## config.mk

```make
export PLATFORM = sky130hd
export DESIGN_NAME = lsu_ifu_mem_arbiter
export DESIGN_NICKNAME = d
export VERILOG_FILES = /design/src/rtl/lsu_ifu_mem_arbiter_pkg.sv /design/src/rtl/lsu_ifu_mem_arbiter_reg.sv /design/src/rtl/lsu_ifu_mem_arbiter.sv
export SDC_FILE = /design/constraint.sdc
export NUM_CORES = 1
export LEC_CHECK = 0
export ABC_AREA = 0
export ABC_CLOCK_PERIOD_IN_PS = 3400
export CAP_MARGIN = 20
export CORE_AREA = 2 2 212 214
export DETAILED_ROUTE_END_ITERATION = 7
export DIE_AREA = 0 0 214 216
export PLACE_DENSITY_LB_ADDON = 0.08
export SLEW_MARGIN = 15
export SYNTH_ARGS = -nofsm -noshare
export SYNTH_HDL_FRONTEND = slang
export SYNTH_SLANG_ARGS = --single-unit
```

## constraint.sdc

```tcl
create_clock -name clk -period 3.4 [get_ports clk]
set_input_delay 0.68 -clock clk [delete_from_list [all_inputs] [get_ports clk]]
set_output_delay 0.68 -clock clk [all_outputs]
set_load 0.05 [all_outputs]
```

## src/rtl/lsu_ifu_mem_arbiter_pkg.sv

```systemverilog
// Shared types for the LSU/IFU memory arbiter: FSM and owner encodings, bus widths, captured command.
// Pure declarations; no latency or flow control of its own.
package lsu_ifu_mem_arbiter_pkg;

    localparam int REG_WIDTH  = 64;
    localparam int MASK_WIDTH = 8;

    typedef enum logic [1:0] {
        ST_IDLE = 2'd0,
        ST_REQ  = 2'd1,
        ST_RESP = 2'd2
    } state_t;

    typedef enum logic {
        OWN_IFU = 1'b0,
        OWN_LSU = 1'b1
    } owner_t;

    typedef struct packed {
        logic [REG_WIDTH-1:0]  addr;
        logic [REG_WIDTH-1:0]  wdata;
        logic                  wen;
        logic [MASK_WIDTH-1:0] wmask;
    } mem_cmd_t;

endpackage

```

## src/rtl/lsu_ifu_mem_arbiter_reg.sv

```systemverilog
// Enable-gated register with asynchronous active-low clear; one cycle from wen to q.
// No flow control: q holds until the next enabled write.
module lsu_ifu_mem_arbiter_reg #(
    parameter int WIDTH = 1
) (
    input  logic             clk,
    input  logic             rst,
    input  logic             wen,
    input  logic [WIDTH-1:0] d,
    output logic [WIDTH-1:0] q
);

    always_ff @(posedge clk or negedge rst) begin
        if (!rst) begin
            q <= '0;
        end else if (wen) begin
            q <= d;
        end
    end

endmodule

```

## src/rtl/lsu_ifu_mem_arbiter.sv

```systemverilog
// Arbitrates IFU fetches and LSU accesses onto one memory bus, one transaction outstanding.
// Grant at N, bus request from N+1, response forwarded from N+2; all stalls via valid/ready.
module lsu_ifu_mem_arbiter
    import lsu_ifu_mem_arbiter_pkg::*;
#(
    parameter bit FAIR = 1'b1
) (
    input  logic                  clk,
    input  logic                  rst,
    input  logic                  ifu_req_valid,
    output logic                  ifu_req_ready,
    input  logic [REG_WIDTH-1:0]  ifu_addr,
    output logic                  ifu_resp_valid,
    input  logic                  ifu_resp_ready,
    output logic [REG_WIDTH-1:0]  ifu_resp_data,
    input  logic                  ifu_flush,
    input  logic                  lsu_req_valid,
    output logic                  lsu_req_ready,
    input  logic [REG_WIDTH-1:0]  lsu_addr,
    input  logic                  lsu_wen,
    input  logic [REG_WIDTH-1:0]  lsu_wdata,
    input  logic [MASK_WIDTH-1:0] lsu_wmask,
    output logic                  lsu_resp_valid,
    input  logic                  lsu_resp_ready,
    output logic [REG_WIDTH-1:0]  lsu_resp_data,
    output logic                  mem_req_valid,
    input  logic                  mem_req_ready,
    output logic [REG_WIDTH-1:0]  mem_addr,
    output logic [REG_WIDTH-1:0]  mem_wdata,
    output logic                  mem_wen,
    output logic [MASK_WIDTH-1:0] mem_wmask,
    input  logic                  mem_resp_valid,
    output logic                  mem_resp_ready,
    input  logic [REG_WIDTH-1:0]  mem_resp_data
);

    state_t   state;
    state_t   state_nxt;
    owner_t   owner;
    logic     drop;
    logic     grant;
    logic     lsu_win;
    logic     ifu_win;
    logic     resp_fire;
    mem_cmd_t cmd_d;
    mem_cmd_t cmd_q;

    // owner doubles as the last-granted requester for fair arbitration
    always_comb begin
        grant   = (state == ST_IDLE) && (ifu_req_valid || lsu_req_valid);
        lsu_win = grant && lsu_req_valid &&
                  (!ifu_req_valid || !FAIR || (owner == OWN_IFU));
        ifu_win = grant && !lsu_win;

        cmd_d = '0;
        if (lsu_win) begin
            cmd_d.addr  = lsu_addr;
            cmd_d.wdata = lsu_wdata;
            cmd_d.wen   = lsu_wen;
            cmd_d.wmask = lsu_wmask;
        end else begin
            cmd_d.addr  = ifu_addr;
        end
    end

    lsu_ifu_mem_arbiter_reg #(
        .WIDTH ($bits(mem_cmd_t))
    ) u_cmd_reg (
        .clk (clk),
        .rst (rst),
        .wen (grant),
        .d   (cmd_d),
        .q   (cmd_q)
    );

    assign mem_addr  = cmd_q.addr;
    assign mem_wdata = cmd_q.wdata;
    assign mem_wen   = cmd_q.wen;
    assign mem_wmask = cmd_q.wmask;

    assign resp_fire = (state == ST_RESP) && mem_resp_valid && mem_resp_ready;

    always_ff @(posedge clk or negedge rst) begin
        if (!rst) begin
            state <= ST_IDLE;
        end else begin
            state <= state_nxt;
        end
    end

    always_comb begin
        state_nxt = state;
        case (state)
            ST_IDLE: if (grant)         state_nxt = ST_REQ;
            ST_REQ:  if (mem_req_ready) state_nxt = ST_RESP;
            ST_RESP: if (resp_fire)     state_nxt = ST_IDLE;
            default:                    state_nxt = ST_IDLE;
        endcase
    end

    always_comb begin
        ifu_req_ready  = ifu_win;
        lsu_req_ready  = lsu_win;
        mem_req_valid  = (state == ST_REQ);
        mem_resp_ready = 1'b0;
        ifu_resp_valid = 1'b0;
        lsu_resp_valid = 1'b0;
        if (state == ST_RESP) begin
            if (owner == OWN_LSU) begin
                mem_resp_ready = lsu_resp_ready;
                lsu_resp_valid = mem_resp_valid;
            end else if (drop) begin
                mem_resp_ready = 1'b1;
            end else begin
                mem_resp_ready = ifu_resp_ready;
                ifu_resp_valid = mem_resp_valid;
            end
        end
    end

    assign ifu_resp_data = mem_resp_data;
    assign lsu_resp_data = mem_resp_data;

    always_ff @(posedge clk or negedge rst) begin
        if (!rst) begin
            owner <= OWN_IFU;
        end else if (grant) begin
            owner <= lsu_win ? OWN_LSU : OWN_IFU;
        end
    end

    // A flushed fetch still completes on the bus; its response is sunk here.
    always_ff @(posedge clk or negedge rst) begin
        if (!rst) begin
            drop <= 1'b0;
        end else if (resp_fire) begin
            drop <= 1'b0;
        end else if (ifu_flush && (ifu_win || ((state != ST_IDLE) && (owner == OWN_IFU)))) begin
            drop <= 1'b1;
        end
    end

endmodule
```

==> results.tsv <==
metric	value	unit
synth_edf_count	0	
synthTopCellsByArea	dfrtp_1 (52%), buf_4 (14%), a221o_1 (9.4%)	
reg2reg_depth	5	
grtUsageTotal	12.6	%
worstHoldPathType	in2async	
core	43800	µm²
grt_pass1_wl	43400	µm
worst-r2r-setup-slack	1.30	ns
placed_area	10100	µm²
antenna_found_initial	1	
startpoint	mem_resp_valid	
final-hold-violation-count	0	
maxCapViolCount	0	
grt_start_max_net_pins	76	
post-synth-top-count-cell	dfrtp_1	
timing.final.crit_share	86.2	%
path_cells	clkdlybuf4s50_1, nand3b_1, nor3_1, clkdlybuf4s50_1	
max-vdd-ir-drop	359	µV
max_freq	341	MHz
placed_cells	1376	
drive_above_1_share	6.74	%
grt_pass1_vias	6082	
setup_violations	0	
seqPwrFrac	24.4	%
drc	0	
wirelength	29200	µm
critPathCapture	ifu_resp_valid	
place_congestion	0.696	
dpl.hpwl	19900	µm
cts_inserted_buffers	17	
endpoint_kind	output port	
status	finished, final reports clean	
startpoint_type	input pin	
cts_sinks	141	
critPathSlowestCell	clkdlybuf4s50_1	
die_h	216	µm
row_count	77	
pwr-share-comb	55.6	%
relSlewSlack	52.9	%
ant_nets	0	
slew_viol_final	0	
wire_per_inst	20.7	µm
postSynthAreaPerCell	11.5	µm²
worst_pin_slew	0.707	ns
yosys.area.top_type_share	51.5	%
cts_setup_buffers	0	
area_delta_synth_final	57.3	%
dp_slack	0.457	ns
io-pin-count	545	
fin_skew	0.00983	ns
cts_tree	yes	
holdBufCountCts	0	
grt_overflow_total	0	
num_vias	5568	
p_leak	4.42	nW
post_cts_resized	0	
drtIter0Drc	293	
internal-power	6.19	mW
yosysTopAreaCell	dfrtp_1	
vias_per_cell	3.95	
fin_area	10800	µm²
crit_top_cell	clkdlybuf4s50_1	
initial_core_util	15.6	%
synthesis.nets	872	
yosysSeqAreaShare	51.5	%
htreeDepth	4	
rr_endpoint	u_cmd_reg.q[120]	
path_class	in2out	
r2r-start	state[0]	
arrival	2.25	ns
p_sw	5.38	mW
die_w	214	µm
synthCells	598	
antennaDiodeCount	0	
synth_cell_types	28	
path_clk_slew	0.06	ns
worstSkewPairLatency	0.44	ns
final_cells	1408	
dieArea	46200	µm²
fin_ws	0.470	ns
ys.flop_type	dfrtp_1	
critPathMaxStageDelay	0.83	ns
worst-path-max-fanout	2	
required	2.72	ns
cts_buffer_depth	2	
synth_warnings	0	
synth-seq-cells	141	
fin_setup_tns	0	ns
nFillCells	4679	
clockPowerShare	20.0	%
netlist_area	6850	µm²
numPortBuffers	352	
yosys-top-cells-count	dfrtp_1 (141), buf_4 (130), a22o_1 (73)	
drt_pass1_iterations	4	
rsz0062_at_grt	no	
clockRootBuffer	clkbuf_16	
period_minus_slack	2.93	ns
p_total	11.6	mW
p_per_area	1070	nW/µm²
final_net_count	1077	
async_flop_share	100	%
p_sw_share	46.5	%
[metrics by stage]
| step | hold slack (ns) | utilization, % |
|---|---|---|
| 2_1_floorplan | 0.384 | - |
| 3_3_place_gp | 0.481 | 23.0 |
| 3_5_place_dp | 0.480 | 23.0 |
| 4_1_cts | 0.143 | 24.6 |
| 5_1_grt | 0.156 | 24.6 |
| 6_report | 0.156 | 24.6 |
[cell families after synthesis]
| group | share of synthesized area, % |
|---|---|
| AND/OR/NAND/NOR | 7.07 |
| buffers and inverters | 17.9 |
| flip-flops | 51.5 |
| AO/OA/AOI/OAI | 23.5 |
[power groups by stage]
stage | clock (mW) | sequential, mW | combinational [mW]
after global routing | 2.49 | 2.93 | 6.77
final | 2.32 | 2.82 | 6.43
after detailed placement | 0 | 2.83 | 6.56
after global placement | 0 | 2.86 | 6.56
after CTS | 2.42 | 2.83 | 6.56
after floorplan | 0 | 5.21 | 2.07
[state kept, by name, summed over array words and instances (netlist names)]
register	count
drop	1
owner	1
state	2
u_cmd_reg.q	137
[routing by layer]
layer / wire (µm) / up-vias / track usage, %
met5: 13 / - / 0
met4: 329 / 2 / 3.26
met3: 2560 / 24 / 5.55
met2: 13900 / 307 / 20.1
met1: 12400 / 2734 / 15.5
li1: - / 2501 / -
[final cells by class]
class	instances	area, µm²	area share, %
tap	592	741	6.87
sequential	141	3530	32.7
multi-input combinational	274	2100	19.5
timing repair buffer	366	3690	34.2
clock inverter	13	262	2.43
clock buffer	19	443	4.11
inverter	3	13.8	0.128
[critical path, delay by kind of cell]
family	cells	cell delay [ns]
buffers and inverters	2	1.31
and+or+nand+nor	2	0.26
[layout by cell type (no fill, tap or decap)]
cell,n
a21boi_0,40
a21o_1,1
a21oi_1,1
a221o_1,64
a22o_1,73
a31oi_1,1
and2_1,1
and3_1,24
and3_2,1
buf_12,5
buf_4,11
buf_6,1
bufinv_16,7
clkbuf_1,1
clkbuf_16,17
clkbuf_8,1
clkdlybuf4s50_1,349
clkinv_4,4
clkinvlp_4,1
dfrtp_1,141
inv_1,2
inv_4,1
inv_6,1
nand2_1,26
nand2_4,1
nand2b_1,3
nand3_2,1
nand3b_1,1
nand4_1,1
nor2_1,1
nor2_4,1
nor2b_1,1
nor3_1,27
nor4b_1,1
o21ai_0,2
or2_2,2
[how the worst min path moves through the flow]
stage / to / cells after the start
2_1_floorplan: drop / 0
3_3_place_gp: u_cmd_reg.q[49] / 1
3_5_place_dp: u_cmd_reg.q[29] / 1
4_1_cts: u_cmd_reg.q[80] / 1
5_1_grt: u_cmd_reg.q[89] / 1
6_report: u_cmd_reg.q[89] / 1
Power figures use the tool's default switching activity.
